<file path="src/rtl/ascon_perm_iter.sv">
`default_nettype none
// ============================================================================
// ascon_perm_iter : iterative Ascon-p[6/8/12] permutation, 1 or 2 rounds/clk
// Revision 1.0
// ============================================================================
module ascon_perm_iter #(
    parameter int UNROLL  = 1,
    parameter int OUT_REG = 1
) (
    input  logic        clk,
    input  logic        rst,
    input  logic        in_valid,
    output logic        in_ready,
    input  logic [1:0]  nr,
    input  logic [63:0] x0,
    input  logic [63:0] x1,
    input  logic [63:0] x2,
    input  logic [63:0] x3,
    input  logic [63:0] x4,
    output logic        out_valid,
    input  logic        out_ready,
    output logic [63:0] y0,
    output logic [63:0] y1,
    output logic [63:0] y2,
    output logic [63:0] y3,
    output logic [63:0] y4,
    output logic        busy
);
    localparam logic [3:0] STEP = (UNROLL == 2) ? 4'd2 : 4'd1;

    typedef enum logic [1:0] {IDLE = 2'd0, RUN = 2'd1, DONE = 2'd2} state_t;
    typedef logic [4:0][63:0] word5_t;

    function automatic logic [63:0] rotr(input logic [63:0] v, input int n);
        return (v >> n) | (v << (64 - n));
    endfunction

    // k runs 12-A .. 11; constant byte is {15-k, k} == {~k, k}
    function automatic word5_t ascon_round(input word5_t s, input logic [3:0] k);
        logic [63:0] a0, a1, a2, a3, a4, t0, t1, t2, t3, t4;
        word5_t o;
        a0 = s[0];
        a1 = s[1];
        a2 = s[2] ^ {56'd0, ~k, k};
        a3 = s[3];
        a4 = s[4];
        a0 = a0 ^ a4;  a4 = a4 ^ a3;  a2 = a2 ^ a1;
        t0 = ~a0 & a1; t1 = ~a1 & a2; t2 = ~a2 & a3; t3 = ~a3 & a4; t4 = ~a4 & a0;
        a0 = a0 ^ t1;  a1 = a1 ^ t2;  a2 = a2 ^ t3;  a3 = a3 ^ t4;  a4 = a4 ^ t0;
        a1 = a1 ^ a0;  a0 = a0 ^ a4;  a3 = a3 ^ a2;  a2 = ~a2;
        o[0] = a0 ^ rotr(a0, 19) ^ rotr(a0, 28);
        o[1] = a1 ^ rotr(a1, 61) ^ rotr(a1, 39);
        o[2] = a2 ^ rotr(a2, 1)  ^ rotr(a2, 6);
        o[3] = a3 ^ rotr(a3, 10) ^ rotr(a3, 17);
        o[4] = a4 ^ rotr(a4, 7)  ^ rotr(a4, 41);
        return o;
    endfunction

    state_t     state;
    word5_t     st;
    word5_t     next_st;
    logic [3:0] rcnt;
    logic [3:0] total;
    logic [3:0] kbase;
    logic [3:0] kr;
    logic       last;

    assign kr   = kbase + rcnt;
    assign last = ((rcnt + STEP) == total);

    generate
        if (UNROLL == 2) begin : g_unroll2
            assign next_st = ascon_round(ascon_round(st, kr), kr + 4'd1);
        end else begin : g_unroll1
            assign next_st = ascon_round(st, kr);
        end
    endgenerate

    always_ff @(posedge clk or posedge rst) begin
        if (rst) begin
            state     <= IDLE;
            st        <= '0;
            rcnt      <= 4'd0;
            total     <= 4'd0;
            kbase     <= 4'd0;
            in_ready  <= 1'b1;
            out_valid <= 1'b0;
            busy      <= 1'b0;
        end else begin
            case (state)
                IDLE: begin
                    if (in_valid && in_ready) begin
                        st   <= {x4, x3, x2, x1, x0};
                        rcnt <= 4'd0;
                        case (nr)
                            2'b00:   begin total <= 4'd6;  kbase <= 4'd6; end
                            2'b01:   begin total <= 4'd8;  kbase <= 4'd4; end
                            default: begin total <= 4'd12; kbase <= 4'd0; end
                        endcase
                        state    <= RUN;
                        in_ready <= 1'b0;
                        busy     <= 1'b1;
                    end
                end
                RUN: begin
                    st   <= next_st;
                    rcnt <= rcnt + STEP;
                    if (last) begin
                        state     <= DONE;
                        busy      <= 1'b0;
                        out_valid <= 1'b1;
                    end
                end
                DONE: begin
                    if (out_ready) begin
                        state     <= IDLE;
                        out_valid <= 1'b0;
                        in_ready  <= 1'b1;
                    end
                end
                default: state <= IDLE;
            endcase
        end
    end

    generate
        if (OUT_REG != 0) begin : g_out_reg
            word5_t y_q;
            always_ff @(posedge clk or posedge rst) begin
                if (rst)
                    y_q <= '0;
                else if (state == RUN && last)
                    y_q <= next_st;
            end
            assign {y4, y3, y2, y1, y0} = y_q;
        end else begin : g_out_state
            assign {y4, y3, y2, y1, y0} = st;
        end
    endgenerate

endmodule
`default_nettype wire

</file>
<file path="config.mk">
export PLATFORM = sky130hd
export DESIGN_NAME = ascon_perm_iter
export DESIGN_NICKNAME = d
export VERILOG_FILES = /design/src/rtl/ascon_perm_iter.sv
export SDC_FILE = /design/constraint.sdc
export NUM_CORES = 2
export LEC_CHECK = 0
export CAP_MARGIN = 30
export CORE_MARGIN = 2
export CORE_UTILIZATION = 57
export CTS_BUF_LIST = sky130_fd_sc_hd__clkbuf_4
export DETAILED_ROUTE_END_ITERATION = 12
export HOLD_SLACK_MARGIN = 0.03
export PLACE_DENSITY = 0.83
export SKIP_CTS_REPAIR_TIMING = 1
export SYNTH_ARGS = -nofsm -noshare
export SYNTH_HDL_FRONTEND = slang
export SYNTH_SLANG_ARGS = --single-unit
</file>
<file path="constraint.sdc">
create_clock -name clk -period 29.5 [get_ports clk]
set_input_delay 2.95 -clock clk [delete_from_list [all_inputs] [get_ports clk]]
set_output_delay 2.95 -clock clk [all_outputs]
set_load 0.02 [all_outputs]
</file>
## Word level (Yosys, flattened, before mapping)

Cells that the tools add are included.

| word-level totals | value |
|---|---|
| register bits | 657 |
| bits of input ports | 326 |
| word-level logic and storage cells | 102 |

| operators by class | value |
|---|---|
| add/subtract/negate cells | 2 |
| equal/unequal tests | 7 |
| mux-type cells | 19 |
| bitwise operators | 44 |
| reduce and logical (&&, ||, !) cells | 13 |

Operators by type and width:

| operator | count |
|---|---|
| 64-bit XOR | 21 |
| 320-bit case mux with 2 select lines | 1 |
| 64-bit inverter | 6 |
| 64-bit AND | 5 |
| 320-bit 2-to-1 mux | 1 |
| 23-bit by 64-bit bitwise OR with 64-bit output | 1 |
| 25-bit by 64-bit bitwise OR with 64-bit output | 1 |
| 3-bit by 64-bit bitwise OR with 64-bit output | 1 |
| 36-bit by 64-bit bitwise OR with 64-bit output | 1 |
| 45-bit by 64-bit bitwise OR with 64-bit output | 1 |
| 47-bit by 64-bit bitwise OR with 64-bit output | 1 |
| 54-bit by 64-bit bitwise OR with 64-bit output | 1 |
| 57-bit by 64-bit bitwise OR with 64-bit output | 1 |
| 58-bit by 64-bit bitwise OR with 64-bit output | 1 |
| 63-bit by 64-bit bitwise OR with 64-bit output | 1 |
| 64-bit by 8-bit XOR with 64-bit output | 1 |
| 4-bit case mux with 2 select lines | 2 |
| 3-bit AND reduction | 4 |
| 1-bit 2-to-1 mux | 6 |
| 2-bit 2-to-1 mux | 3 |
| 2-bit != test, second input constant | 3 |
| 1-bit case mux with 2 select lines | 3 |
| 2-bit case mux with 3 select lines | 1 |
| 3-bit case mux with 2 select lines | 1 |
| other kinds (11) | 17 |

## Logic depth before layout (Yosys ltp)

| logic depth | value |
|---|---|
| word-level depth | 12 |
| mapped depth | 10 |
| gate-level depth less buffers | 10 |

## Worst setup path before layout

OpenSTA, ideal clock, no wires.

| path | value |
|---|---|
| path type | input -> register |
| from | input port in_valid |
| to | register st[213] in the netlist's numbering |
| library setup time | 0.119 ns |
| data arrival time | 4.245 ns |
| slack | 25.137 ns |
| cell stages on the path | 6 |
| path buffers | 3 |
| path through | nor4bb_1 clkbuf_1 clkbuf_1 clkbuf_1 o211ai_1 o21a_1 |

| on the way | value |
|---|---|
| longest elaborated chain between the ends | 3 |

Ends and longest elaborated chain:

| what | RTL line | source |
|---|---|---|
| start: declaration | 12 | `input logic in_valid,` |
| 1-bit logical AND | 92 | `if (in_valid && in_ready) begin` |
| 2-bit != test (no source line) | - |  |
| 2-bit AND reduction (no source line) | - |  |
| end signal: assignment | 93 | `st <= {x4, x3, x2, x1, x0};` |
| end signal: assignment | 106 | `st <= next_st;` |
| end: declaration | 60 | `word5_t st;` |

No other way between the ends.
A chain may end at the register's enable or synchronous reset.

==> impl_metrics.csv <==
group,metric,value,unit
status,status,"completed",
pwr,p_leak,26.6,nW
clock_network,cts-root-buf,"clkbuf_4",
clock_network,clock_latency,1.09,ns
worst_setup_path,cp_max_fo,140,
place,portBuffers,648,
sta,setup_ws,23.42,ns
pwr,clkPwrFrac,44.7,%
sta,fin_setup_tns,0,ns
floorplan,num_rows,101,
route,post_drt_wl_per_cell,29.5,µm
worst_setup_path,required,30.56,ns
clock_network,tritoncts,"done",
sta,finClkSkew,0.0794,ns
worst_setup_path,critPathKind,"in -> async",
sta,fmax,0.165,GHz
floorplan,start_util,57.3,%
pwr,p_comb_share,4.1,%
sta,rsz0062_at_grt,"no",
place,dp.cells,5532,
global_route,grt.total_usage,43.9,%
yosys,syn-num-nets,4503,
sta,period_share,20.6,%
sta,final-hold-violation-count,0,
global_route,grt_overflow,0,
pwr,switching_share,25.4,%
floorplan,ios,649,
layout,area_delta_synth_final,22.0,%
worst_setup_path,end_kind,"async pin",
pwr,peakVddDrop,0.0000325,V
global_route,grt_max_degree,204,
clock_network,clkSlewWorstSetupHoldPaths,0.06,ns
route,drt_iter0_drc,4426,
route,avgViaCountPerCell,6.05,
floorplan,die_w,280,µm
worst_setup_path,crit_arrival,7.14,ns
route,post-route-drc-count,0,
layout,fin_nets,5204,
yosys,ys_ff_latch,653,
sta,finalCriticalPeriod,6.08,ns
layout,fin_util,69.9,%
clock_network,cts_made_buffers,174,
yosys,netlist_area,43400,µm²
place,pre_cts_slack,22.15,ns
pwr,powerDensity,33.1,nW/µm²
pwr,internal-power,0.00131,W
sta,worst_pin_slew,1.20,ns
route,dr.pass1.iters,6,
sta,maxSlewHeadroom,19.5,%
clock_network,cts_max_path_buffers,3,
route,vias,35400,
yosys,synthCells,4046,
yosys,synth_edf_count,0,
worst_setup_path,cp-start-kind,"input pin",
sta,setup_viol,0,
floorplan,core_area,75700,µm²
clock_network,clock-sinks,653,
global_route,grt_pass1_wl,242,mm
yosys,async_flop_share,100,%
route,wl,173,mm
pwr,switching_power,0.000445,W
yosys,ys_seq_area_share,37.7,%
sta,final_max_slew_viol_count,0,
floorplan,die_h,280,µm
route,final_antenna_net_count,0,
yosys,synth_ff_type,"dfrtp_1",
global_route,grt_pass1_vias,34300,
clock_network,htree_num_levels,4,
yosys,yosysUniqueCellTypes,39,
yosys,post_synth.cell_area_avg,10.7,µm²
place,dpl.hpwl,138,mm
hold_path,hold_path.class,"reg -> reg",
global_route,antenna_found_initial,13,
layout,stdcell_count,5852,
run,max-cap-violations,0,
yosys,yosys_warnings,0,
place,place_congestion,1.06,
pwr,power_frac_seq,51.2,%
layout,drive_gt1_share,10.1,%
floorplan,dieArea,78300,µm²
## metrics by stage
| stage | area [µm²] | hold slack (ns) | power, W |
|---|---|---|---|
| global placement | 50500 | 0.476 | 0.000985 |
| finish | 52900 | 0.491 | 0.00175 |
| global route | 52900 | 0.507 | 0.00181 |
| floorplan | 43400 | 0.490 | 0.000927 |
| detailed placement | 50600 | 0.482 | 0.000984 |
| CTS | 52600 | 0.496 | 0.00176 |
## logic make-up after synthesis
group,synth area share (%)
muxes,10.2
and+or+nand+nor,8.42
xor gates and xnor gates,26.7
DFF,37.7
buffers and inverters,4.24
adders and majority gates,3.82
AOI/OAI and AO/OA,8.98
## critical path: stages
cell and delay (ns):
clkdlybuf4s50_1 0.49, inv_8 0.53, buf_4 0.76, buf_12 0.56
buf_4 0.74, buf_4 0.84
## synthesized netlist by cell type, drive strengths merged (71+ instances only)
| library cell | instances | area, µm² |
|---|---|---|
| inv | 250 | 938 |
| a21oi | 288 | 1440 |
| xnor2 | 451 | 3970 |
| xor2 | 199 | 1790 |
| nand2 | 629 | 2360 |
| a31oi | 85 | 532 |
| mux2 | 185 | 2650 |
| mux2i | 175 | 1750 |
| ha | 130 | 1630 |
| a211oi | 71 | 533 |
| dfrtp | 652 | 16300 |
| clkbuf | 126 | 473 |
| xnor3 | 255 | 5740 |
| nor2 | 222 | 833 |
## registers in the layout, summed over array words and instances, names as in the netlist, 2 cells and up
register,flops
y2,64
rcnt,4
y3,64
y0,64
state,2
y1,64
total,3
y4,64
st,320
## final timing paths
kind | startpoint | cells after the start | slack (ns) | endpoint
hold reg to reg | y2[36]$_DFFE_PP0P_ | 1 | 0.49 | y2[36]$_DFFE_PP0P_
min in group asynchronous | rst | 2 | 2.42 | y4[56]$_DFFE_PP0P_
hold / removal | y2[36]$_DFFE_PP0P_ | 1 | 0.49 | y2[36]$_DFFE_PP0P_
setup reg to reg | rcnt[0]$_DFFE_PP0P_ | 10 | 24.08 | y2[37]$_DFFE_PP0P_
max in group clk | in_valid | 8 | 24.01 | st[99]$_DFFE_PP0P_
setup / recovery | rst | 6 | 23.42 | y1[9]$_DFFE_PP0P_
## layer usage
metal	part of all wire (%)	GRT usage (%)	wire length, µm
met2	45	67.0	77600
met1	37	56.2	64500
met3	11	12.6	19600
met5	0.020	0	35
met4	6.3	24.8	10900
## power groups by stage
stage	clock network, W	logic (W)	registers (W)
after global routing	0.000841	0.0000768	0.000895
final	0.000782	0.0000726	0.000895
after floorplan	0	0.0000136	0.000913
after global placement	0	0.0000726	0.000912
after CTS	0.000789	0.0000724	0.000895
after detailed placement	0	0.0000720	0.000912
## layout by cell type (no fill, tap or decap), drive strengths merged, types with 2 or more instances in the layout
| master | instances |
|---|---|
| and3 | 63 |
| clkinv | 39 |
| mux2i | 175 |
| nand2b | 2 |
| a31oi | 85 |
| clkdlybuf4s50 | 648 |
| nor2 | 222 |
| diode | 19 |
| nand3 | 3 |
| buf | 63 |
| a21o | 66 |
| a21oi | 288 |
| xor3 | 4 |
| inv | 258 |
| o21ai | 11 |
| o21a | 57 |
| o211ai | 55 |
| ha | 130 |
| a211oi | 71 |
| dfrtp | 652 |
| nand2 | 629 |
| xnor2 | 451 |
| xor2 | 199 |
| mux2 | 185 |
| clkbuf | 236 |
| xnor3 | 255 |
## area by class of cell
class / count / area (µm²)
Inverter: 250 / 946
Clock inverter: 48 / 235
Antenna cell: 19 / 47.5
Fill cell: 5624 / 22800
Tap cell: 978 / 1220
Sequential cell: 653 / 16300
Timing Repair Buffer: 711 / 7100
Multi-Input combinational cell: 2957 / 25300
Clock buffer: 236 / 1770
Power figures use the tool's default switching activity.
